--- src/rtl/alu_uart_pkg.sv ---
// Shared types and constants for the ALU/UART sequencer: FSM states,
// frame layout and the nibble-to-ASCII hex encoder.
package alu_uart_pkg;

   typedef enum logic [2:0] {
      IDLE,
      EXEC,
      CAPTURE,
      LOAD,
      WAIT_ACK,
      WAIT_DONE
   } state_e;

   localparam int         FRAME_LEN = 4;
   localparam logic [7:0] ASCII_CR  = 8'h0D;
   localparam logic [7:0] ASCII_LF  = 8'h0A;

   // Uppercase hex digit: 0-9 -> '0'..'9', A-F -> 'A'..'F'.
   function automatic logic [7:0] nibble_to_ascii(input logic [3:0] n);
      if (n < 4'd10)
         return 8'h30 + {4'h0, n};
      else
         return 8'h37 + {4'h0, n};
   endfunction

endpackage

--- src/rtl/alu_uart_sequencer.sv ---
// Control FSM: latches operands, runs the ALU for a fixed latency, then sends
// the 8-bit result as a 4-byte ASCII frame (hex-hi, hex-lo, CR, LF) to the UART TX.
module alu_uart_sequencer
   import alu_uart_pkg::*;
#(
   parameter int ALU_LATENCY = 2,
   parameter int ACK_TIMEOUT = 16
) (
   input  logic       clk,
   input  logic       reset,
   input  logic       save_a,
   input  logic       save_b,
   input  logic [3:0] data_in,
   input  logic [3:0] op_in,
   input  logic       go,
   output logic [3:0] alu_a,
   output logic [3:0] alu_b,
   output logic [3:0] alu_op,
   input  logic [7:0] alu_result,
   output logic [7:0] tx_data,
   output logic       tx_start,
   input  logic       tx_busy,
   output logic       seq_busy,
   output logic [7:0] result_q,
   output logic       ack_err
);

   localparam int CNT_MAX = (ALU_LATENCY > ACK_TIMEOUT) ? ALU_LATENCY : ACK_TIMEOUT;
   localparam int CNT_W   = $clog2(CNT_MAX + 1);

   localparam logic [CNT_W-1:0] LAT_LAST = CNT_W'(ALU_LATENCY - 1);
   localparam logic [CNT_W-1:0] ACK_LAST = CNT_W'(ACK_TIMEOUT - 1);
   localparam logic [1:0]       IDX_LAST = 2'(FRAME_LEN - 1);

   state_e           state_q,    state_d;
   logic [3:0]       alu_a_q,    alu_a_d;
   logic [3:0]       alu_b_q,    alu_b_d;
   logic [3:0]       alu_op_q,   alu_op_d;
   logic [7:0]       tx_data_q,  tx_data_d;
   logic             tx_start_q, tx_start_d;
   logic             seq_busy_q, seq_busy_d;
   logic [7:0]       res_q,      res_d;
   logic             ack_err_q,  ack_err_d;
   logic [1:0]       idx_q,      idx_d;
   logic [CNT_W-1:0] cnt_q,      cnt_d;

   logic [7:0] frame_byte;
   logic       byte_done;

   always_comb begin
      case (idx_q)
         2'd0:    frame_byte = nibble_to_ascii(res_q[7:4]);
         2'd1:    frame_byte = nibble_to_ascii(res_q[3:0]);
         2'd2:    frame_byte = ASCII_CR;
         default: frame_byte = ASCII_LF;
      endcase
   end

   always_comb begin
      // NOTE: every _d starts from its held value so no branch can leave it unassigned and infer a latch.
      state_d    = state_q;
      alu_a_d    = alu_a_q;
      alu_b_d    = alu_b_q;
      alu_op_d   = alu_op_q;
      tx_data_d  = tx_data_q;
      tx_start_d = 1'b0;
      res_d      = res_q;
      ack_err_d  = ack_err_q;
      idx_d      = idx_q;
      cnt_d      = cnt_q;
      byte_done  = 1'b0;

      case (state_q)
         IDLE: begin
            if (save_a) alu_a_d = data_in;
            if (save_b) alu_b_d = data_in;
            if (go) begin
               alu_op_d  = op_in;
               ack_err_d = 1'b0;
               cnt_d     = '0;
               state_d   = EXEC;
            end
         end
         EXEC: begin
            if (cnt_q == LAT_LAST) state_d = CAPTURE;
            else                   cnt_d   = cnt_q + CNT_W'(1);
         end
         CAPTURE: begin
            res_d   = alu_result;
            idx_d   = '0;
            state_d = LOAD;
         end
         LOAD: begin
            if (!tx_busy) begin
               tx_data_d  = frame_byte;
               tx_start_d = 1'b1;
               cnt_d      = '0;
               state_d    = WAIT_ACK;
            end
         end
         WAIT_ACK: begin
            if (tx_busy) begin
               state_d = WAIT_DONE;
            end else if (cnt_q == ACK_LAST) begin
               // UART never acknowledged: flag it and move on as if the byte went out.
               ack_err_d = 1'b1;
               byte_done = 1'b1;
            end else begin
               cnt_d = cnt_q + CNT_W'(1);
            end
         end
         WAIT_DONE: begin
            if (!tx_busy) byte_done = 1'b1;
         end
         default: state_d = IDLE;
      endcase

      if (byte_done) begin
         if (idx_q == IDX_LAST) begin
            state_d = IDLE;
         end else begin
            idx_d   = idx_q + 2'd1;
            state_d = LOAD;
         end
      end

      seq_busy_d = (state_d != IDLE);
   end

   always_ff @(posedge clk) begin
      // NOTE: non-blocking assignments so every flop updates from pre-edge values, independent of statement order.
      if (reset) begin
         state_q    <= IDLE;
         alu_a_q    <= '0;
         alu_b_q    <= '0;
         alu_op_q   <= '0;
         tx_data_q  <= '0;
         tx_start_q <= 1'b0;
         seq_busy_q <= 1'b0;
         res_q      <= '0;
         ack_err_q  <= 1'b0;
         idx_q      <= '0;
         cnt_q      <= '0;
      end else begin
         state_q    <= state_d;
         alu_a_q    <= alu_a_d;
         alu_b_q    <= alu_b_d;
         alu_op_q   <= alu_op_d;
         tx_data_q  <= tx_data_d;
         tx_start_q <= tx_start_d;
         seq_busy_q <= seq_busy_d;
         res_q      <= res_d;
         ack_err_q  <= ack_err_d;
         idx_q      <= idx_d;
         cnt_q      <= cnt_d;
      end
   end

   assign alu_a    = alu_a_q;
   assign alu_b    = alu_b_q;
   assign alu_op   = alu_op_q;
   assign tx_data  = tx_data_q;
   assign tx_start = tx_start_q;
   assign seq_busy = seq_busy_q;
   assign result_q = res_q;
   assign ack_err  = ack_err_q;

endmodule

--- config.mk ---
export PLATFORM = sky130hd
export DESIGN_NAME = alu_uart_sequencer
export DESIGN_NICKNAME = d
export VERILOG_FILES = /design/src/rtl/alu_uart_pkg.sv /design/src/rtl/alu_uart_sequencer.sv
export SDC_FILE = /design/constraint.sdc
export NUM_CORES = 1
export LEC_CHECK = 0
export BUFFER_PORTS_ARGS = -buffer_cell sky130_fd_sc_hd__buf_2
export CORE_AREA = 2 2 74 76
export DETAILED_ROUTE_END_ITERATION = 8
export DIE_AREA = 0 0 76 78
export HOLD_SLACK_MARGIN = 0.02
export PLACE_DENSITY = 0.63
export REMOVE_ABC_BUFFERS = 1
export SYNTH_ARGS = -nofsm -noshare
export SYNTH_HDL_FRONTEND = slang
export SYNTH_SLANG_ARGS = --single-unit
--- constraint.sdc ---
create_clock -name clk -period 2.95 [get_ports clk]
set_clock_uncertainty 0.2 [all_clocks]
set_input_delay 0.7375 -clock clk [delete_from_list [all_inputs] [get_ports clk]]
set_output_delay 0.7375 -clock clk [all_outputs]
set_load 0.02 [all_outputs]
# Yosys cells after proc, flatten, opt, wreduce, memory -nomap -nowiden
# Cells that the tools add are included.
[op_classes]
eq_ne = 16
mul = 0
div = 0
add_sub_neg = 6
bitwise_logic = 2
shifts = 0
n_mux = 27
reduce_logical = 12
n_lt_le_gt_ge = 2
[ops]
columns = ["operator", "n"]
rows = [
  ["$add A6 B4 Y7 const A", 4],
  ["$mux W5", 5],
  ["$pmux W8 S3", 1],
  ["$pmux W5 S4", 1],
  ["$pmux W3 S6", 1],
  ["$mux W3", 5],
  ["$mux W7", 2],
  ["$ne A2 B2 Y1 const B", 6],
  ["$lt A4 B4 Y1 const B", 2],
  ["$mux W2", 4],
  ["$reduce_and A2 Y1", 4],
  ["$eq A3 B2 Y1 const B", 2],
  ["$eq A3 B3 Y1 const B", 2],
  ["$mux W1", 6],
  ["$reduce_and A6 Y1", 1],
  ["$add A5 B1 Y5 const B", 1],
  ["$eq A5 B1 Y1 const B", 1],
  ["$eq A5 B4 Y1 const B", 1],
  ["$eq A2 B2 Y1 const B", 2],
  ["$pmux W1 S2", 2],
  ["$reduce_and A4 Y1", 1],
  ["$reduce_bool A4 Y1", 1],
  ["$eq A3 B1 Y1 const B", 1],
  ["$logic_not A3 Y1", 1],
  ["other kinds (7)", 8],
]
[totals]
in_bits = 22
memories = 0
elab_cells = 76
ram_bits = 0
latchBits = 0
reg_bits = 41
romBits = 0
output_inout_bits = 31

# Longest topological paths before layout
# Gate-level depths: netlist of run 1.
[depth]
word_depth = 6
ltp_mapped = 8
mapped_depth_nobuf = 8

# Worst setup path before layout of run 1
# OpenSTA, ideal clock, no wires.
[synth_timing]
kind = "input to register"
startpoint = "input tx_busy"
endpoint = "register cnt_q[3]"
arrival_time_ns = 1.837
path_stages = 5
setup_time_ns = 0.070
required_ns = 2.680
n_path_buf = 0
slack_ns = 0.843
cell_sequence = "nand2b_1 > a21oi_2 > o221ai_2 > or4_1 > a21oi_1"
[synth_via]
elab_chain_len = 2
elab_cells_between_ends = 3
cone_classes = "eq/ne: 2; reduce/logical: 1"
[synth_rtl]
columns = ["element", "line", "text"]
rows = [
  ["start: declaration", "alu_uart_sequencer.sv:22", "input logic tx_busy,"],
  ["$ne A2 B2 Y1 (no line)", "--", ""],
  ["$reduce_and A6 Y1 (no line) *", "--", ""],
  ["end signal: assignment", "alu_uart_sequencer.sv:155", "cnt_q <= cnt_d;"],
  ["end: declaration", "alu_uart_sequencer.sv:45", "logic [CNT_W-1:0] cnt_q, cnt_d;"],
]
# Every way passes the cells marked *; elsewhere a longest branch is shown, timed or not.
# A chain may end at the register's enable or synchronous reset.

# Final worst setup path of run 1
[layout_timing]
startpoint = "register cnt_q[0]"
endpoint = "register cnt_q[3]"
[layout_via]
elab_chain_len = 4
elab_cells_between_ends = 10
cone_classes = "add/sub: 1; eq/ne: 4; mux: 4; reduce/logical: 1"
[layout_rtl]
columns = ["element", "line", "text"]
rows = [
  ["$add A5 B1 Y5", "alu_uart_sequencer.sv:86, alu_uart_sequencer.sv:109", ""],
  ["$mux W5", "alu_uart_sequencer.sv:104", "end else if (cnt_q == ACK_LAST) begin"],
  ["$mux W5", "alu_uart_sequencer.sv:102", "if (tx_busy) begin"],
  ["$pmux W5 S4", "alu_uart_sequencer.sv:73", "case (state_q)"],
]
# Several ways; a longest one is shown, not always the timed one. The select of a mux whose other input is x is not followed.

==> results.yml, run 1 <==
status:
  outcome: "complete, no violations"
floorplanning:
  die-area_um2: 5928
  ios: 53
  die_w_um: 76
  rows: 26
  initial_core_util_pct: 39.43
  die_height_um: 78
  core_region_area_um2: 5042
power:
  seq_power_share_pct: 52.0
  pwr-share-clk_pct: 34.1
  leakage_uw: 0.0009983
  intPower_uw: 812.1
  p_per_area_nw_per_um2: 471.7
  combPwrFrac_pct: 13.9
  p_sw_share_pct: 27.24
  irDropWorstVdd_mv: 0.3309
  switchingPower_uw: 304.0
timing:
  fin_crit_sh_pct: 76.75
  finalSetupViolations: 0
  drv_slew: 0
  layout_setup_ws_ns: 0.6858
  grt_setup_unrepaired: "false"
  fin_tns_setup_ns: 0
  max_freq_mhz: 441.7
  relSlewSlack_pct: 57.63
  hold_violations: 0
  worstMarginPinSlew_ns: 0.6332
  min_period_ns: 2.264
route:
  drt_iter0_markers: 109
  viasPerCell: 4.947
  dr_total_vias: 1771
  drt_first_pass_iters: 4
  route.antenna.remaining_nets: 0
  drt_wl_total_um: 4417
  routedWlPerCell_um: 12.34
  drc: 0
worst_setup_path:
  cp-end-kind: "register"
  crit_required_ns: 2.98
  critPathLaunchType: "register"
  path_class: "register to register"
  critPathArrivalTime_ns: 2.29
  path_max_fanout: 10
clock_network:
  cts_tree: "done"
  ctsHoldBuffers: 0
  cts_max_level: 2
  cts_resized: 0
  clkTransAtPathRegs_ns: 0.08
  insertion_delay_ns: 0.29
  cts-root-buf: "clkbuf_8"
  clock_sinks: 40
  cts_made_buffers: 5
  clk_path_buf_depth: 2
  postCtsSetupBuffers: 0
synthesis:
  syn_area_um2: 1988
  avgSynthCellArea_um2: 8.284
  async_flop_share_pct: 0
  syn_inst: 240
  synth.area.top_cells: "dfxtp_1 (40%), ha_1 (6.3%), mux2i_1 (6.0%)"
  ys_ff_latch: 40
  synth_top_area_share_pct: 40.28
  ys_warn_count: 0
  synth_ff_type: "dfxtp_1"
  ys_seq_area_share_pct: 40.28
  synth_edf_count: 0
  yosys.cell_types.count: 46
  yosysTopAreaCell: "dfxtp_1"
global_routing:
  grt_pass1_vias: 1688
  grt-ovfl-total: 0
  grt_pass1_wl_um: 7534
  grt_usage_pct: 15.56
  antenna_found_initial: 0
  grt_max_degree: 33
worst_hold_path:
  worstHoldPathType: "register to register"
cells_and_area:
  drive_above_1_share_pct: 22.92
  area_growth_pct: 19.01
  n_antenna_cell: 0
  fill_cells: 539
  fin_nets: 319
run:
  max_cap_viol_count: 0
placed_design:
  gp_congestion: 0.7901
  port_buffers: 51
  place_hpwl_um: 3236
  post-place-ws_ns: 0.5725
[sequential cells by signal (all words and copies together) (netlist names)]
register	flops
result_q	8
tx_start	1
alu_a	4
alu_b	4
tx_data	7
alu_op	4
cnt_q	5
idx_q	2
seq_busy	1
state_q	3
ack_err	1
[cells in the mapped netlist, drive strengths merged (3+ instances only)]
master  number
o22ai        3
nor2b        4
ha          10
mux2i       12
nand2b       6
or3          3
nand3        6
nor3         5
o21ai       10
clkbuf       5
a21oi       23
nand2       27
dfxtp       40
inv         12
buf          6
nor2        32
and2         3
a22oi        4
[kinds of logic after synthesis]
logic type / after synthesis / synth area share, %
AOI/OAI and AO/OA: 53 / 16.80
xor gates and xnor gates: 3 / 1.322
adders and majority gates: 10 / 6.293
buffers and inverters: 24 / 5.538
DFF: 40 / 40.28
muxes: 13 / 6.608
other: 1 / 0.1886
and+or+nand+nor: 96 / 22.97
[worst max-delay path, stage by stage, from the launching register on]
cell,delay (ns)
dfxtp_1,0.36
ha_1,0.24
and3_1,0.19
ha_1,0.22
nor2_4,0.12
o221ai_2,0.18
or4_1,0.54
a21oi_1,0.15
[cell type report]
type	count	area, µm²	share of cell area, %
clock buffers	6	82.58	3.490
clock inverters	2	10.01	0.4231
inverters	12	45.04	1.904
multi-input cells	176	1077	45.53
flip-flops and latches	40	800.8	33.84
well taps	70	87.58	3.702
repair buffers	52	262.8	11.11
[per-stage QoR]
stage	utilization, %	instance area (µm²)	power (µW)	cells	hold WS (ns)
after detailed placement	45.09	2273	750.4	350	0.2697
after floorplan	-	1923	690.4	228	0.2392
after global routing	46.92	2366	1177	358	0.3225
after CTS	46.92	2366	1134	358	0.2825
after global placement	45.09	2273	748.2	350	0.2637
final	46.92	2366	1116	358	0.2850
[routing by layer]
metal	GRT usage [%]	vias to the layer above	wire, µm
met3	4.419	5	253
met1	19.65	811	2007
met4	4.000	0	46
met2	26.25	41	2110
met5	0	-	0
li1	-	914	-
[power groups by stage]
stage	logic [µW]	registers, µW	clock network, µW
detailed placement	157	593	0
finish	155	580	381
CTS	158	581	395
floorplan	79.6	611	0
global route	174	585	417
global placement	156	593	0
[layout by cell type (no fill, tap or decap), types with 2 or more instances in the layout]
| cell type | synthesis | final |
|---|---|---|
| a311oi_1 | 2 | 2 |
| a22o_1 | 2 | 2 |
| ha_1 | 10 | 10 |
| clkbuf_8 | 0 | 6 |
| a221oi_1 | 2 | 2 |
| a22oi_1 | 4 | 4 |
| nand2_1 | 27 | 27 |
| a21oi_1 | 22 | 22 |
| nor2_1 | 31 | 31 |
| or4_1 | 2 | 2 |
| buf_2 | 3 | 51 |
| mux2i_1 | 12 | 12 |
| dfxtp_1 | 40 | 40 |
| clkinv_2 | 0 | 2 |
| xnor2_1 | 2 | 2 |
| nor3_1 | 5 | 5 |
| o22ai_1 | 3 | 3 |
| o21ai_0 | 10 | 10 |
| nand4_1 | 2 | 2 |
| and2_1 | 3 | 3 |
| nor2b_1 | 4 | 4 |
| or3_1 | 3 | 3 |
| inv_1 | 12 | 12 |
| nand2b_1 | 6 | 6 |
| nand3_1 | 6 | 6 |
[path summary, 6_finish.rpt]
path / startpoint / end / slack [ns] / cells past startpoint
worst min register to register: cnt_q[4] / cnt_q[4] / 0.29 / 2
worst max-delay path: cnt_q[0] / cnt_q[3] / 0.69 / 7
worst max register to register: cnt_q[0] / cnt_q[3] / 0.69 / 7
worst min-delay path: cnt_q[4] / cnt_q[4] / 0.29 / 2
(Power assumes the default switching activity.)
==> run 2, diff against run 1 <==
clock period = 2.1 ns   (was 2.95 ns; I/O delays follow)
==> run 2 against run 1 <==
Final cell count is 3.9% higher. Sequential share of layout area is 2.3 points lower. Worst setup slack worse by 0.61 ns. Highest routed layer unchanged. Clock power is 70% higher. First-iteration DRC count is 50% lower. Final area is 7.4% higher. Register-to-register slack worse by 0.61 ns. Critical path type unchanged. Wire length is 3.5% higher.
==> results.yml, run 2 (synthesized netlist as in run 1, its figures left out) <==
cells_and_area:
  fin_nets: 333
  layout.cells.most_common_list: "buf_2 (51), dfxtp_1 (39), nor2_1 (31)"
  largest_reg_flops: 8
  layout_commonest_cell: "buf_2"
  drive_above_1_share_pct: 28.48
  area_growth_pct: 27.75
  postLayoutCoreUtil_pct: 50.37
  fill_cells: 489
  fin_cells: 372
  multi_input_area_um2: 1117
  ff_latch_area_um2: 802.0
  n_antenna_cell: 0
worst_setup_path:
  cp_num_buf_inv: 0
  crit_chain: "ha_1 -> and3_4 -> ha_4 -> nor2_4 -> o221ai_4 -> or4_1 -> a21oi_1"
  critPathLaunchType: "register"
  crit_slowest_cell: "or4_1"
  r2r_slack_ns: 0.07
  cp-end-kind: "register"
  crit_required_ns: 2.13
  path_class: "register to register"
  path_max_fanout: 7
  critical-path-top-delay-family: "simple AND/OR/NAND/NOR gates"
  critPathArrivalTime_ns: 2.06
  slowest_delay_ns: 0.49
floorplanning:
  rows: 26
  initial_core_util_pct: 39.43
  die_height_um: 78
  core_region_area_um2: 5042
  die_w_um: 76
  die-area_um2: 5928
  ios: 53
timing:
  fin_crit_sh_pct: 96.60
  max_freq_mhz: 492.9
  min_period_ns: 2.029
  hold_violations: 0
  finalSetupViolations: 0
  drv_slew: 0
global_routing:
  grt_max_degree: 29
  use_met2_pct: 28.30
  grt_pass1_wl_um: 7714
  grt_usage_pct: 15.91
  antenna_found_initial: 0
  grt_pass1_vias: 1761
  busiest_layer: "met2"
  use_met1_pct: 18.80
  grt-ovfl-total: 0
  use_met3_pct: 4.535
power:
  irDropWorstVdd_mv: 0.3330
  leakage_uw: 0.001081
  p_per_area_nw_per_um2: 672.3
  power_uw: 1708
route:
  dr_total_vias: 1818
  drt_iter0_markers: 55
  viasPerCell: 4.887
  route.antenna.remaining_nets: 0
  drt_first_pass_iters: 4
  drc: 0
  drt_wl_total_um: 4571
  routedWlPerCell_um: 12.29
worst_hold_path:
  worstHoldPathType: "input pin to register"
clock_network:
  clkTransAtPathRegs_ns: 0.08
  cts-root-buf: "clkbuf_8"
  cts_tree: "done"
  clk_path_buf_depth: 2
  cts_made_buffers: 5
  cts_max_level: 2
  clock_sinks: 40
  insertion_delay_ns: 0.30
placed_design:
  gp_congestion: 0.8292
  port_buffers: 51
  place_hpwl_um: 3422
  dp.cells: 364
run:
  max_cap_viol_count: 0
status:
  outcome: "complete, no violations"
-- run 2: cell count changes in the layout (fill, tap and decap cells not counted), sizes merged --
cell	before	now
buf	52	66
bufinv	0	1
clkbuf	6	5
-- run 2: worst reg2reg max path: stages (launching register included) --
cell and delay [ns]:
dfxtp_2 0.33, ha_1 0.20, and3_4 0.19, ha_4 0.17
nor2_4 0.11, o221ai_4 0.14, or4_1 0.49, a21oi_1 0.14
-- run 2: path summary, 6_finish.rpt --
kind / from / to / depth (start not counted)
setup / recovery: cnt_q[0] / cnt_q[2] / 7
hold / removal: alu_result[2] / result_q[2] / 3
setup reg to reg: cnt_q[0] / cnt_q[2] / 7
hold reg to reg: cnt_q[4] / cnt_q[4] / 2
-- run 2: report_power, final --
part	switching, µW	internal, µW	total (µW)
clock	290	358	648
sequential	22.0	788	810
combinational	141	109	250
-- run 2: metrics by stage --
stage | hold slack [ns] | setup slack, ns | setup TNS, ns | instance area [µm²]
final | 0.2541 | 0.07130 | 0 | 2540
after global routing | 0.2441 | -0.001519 | -0.001519 | 2540
after CTS | 0.2490 | 0.01305 | 0 | 2497
after detailed placement | 0.2764 | -0.005521 | -0.005521 | 2379
after global placement | 0.2705 | 0.01746 | 0 | 2379
after floorplan | 0.2392 | -0.001647 | -0.001647 | 1923
-- run 2: cell type report --
| cell class | count | area share [%] |
|---|---|---|
| clock buffers | 5 | 2.709 |
| well taps | 70 | 3.448 |
| multi-input cells | 176 | 43.99 |
| inverters | 12 | 1.773 |
| repair buffers | 66 | 14.63 |
| flip-flops and latches | 40 | 31.58 |
| clock inverters | 3 | 1.872 |
-- run 2: metal layers --
layer	vias up	wire length, µm
met2	39	2195
met5	-	0
met4	0	64
met3	8	206
met1	828	2105
li1	943	-
-- run 2: repair_timing --
action	CTS	global route
hold buffers	0	0
endpoints found under the hold margin	0	0
endpoints found under the setup margin	2	3
gates cloned	0	0
resized for setup	1	8
pin swaps	0	4
buffers inserted	0	0
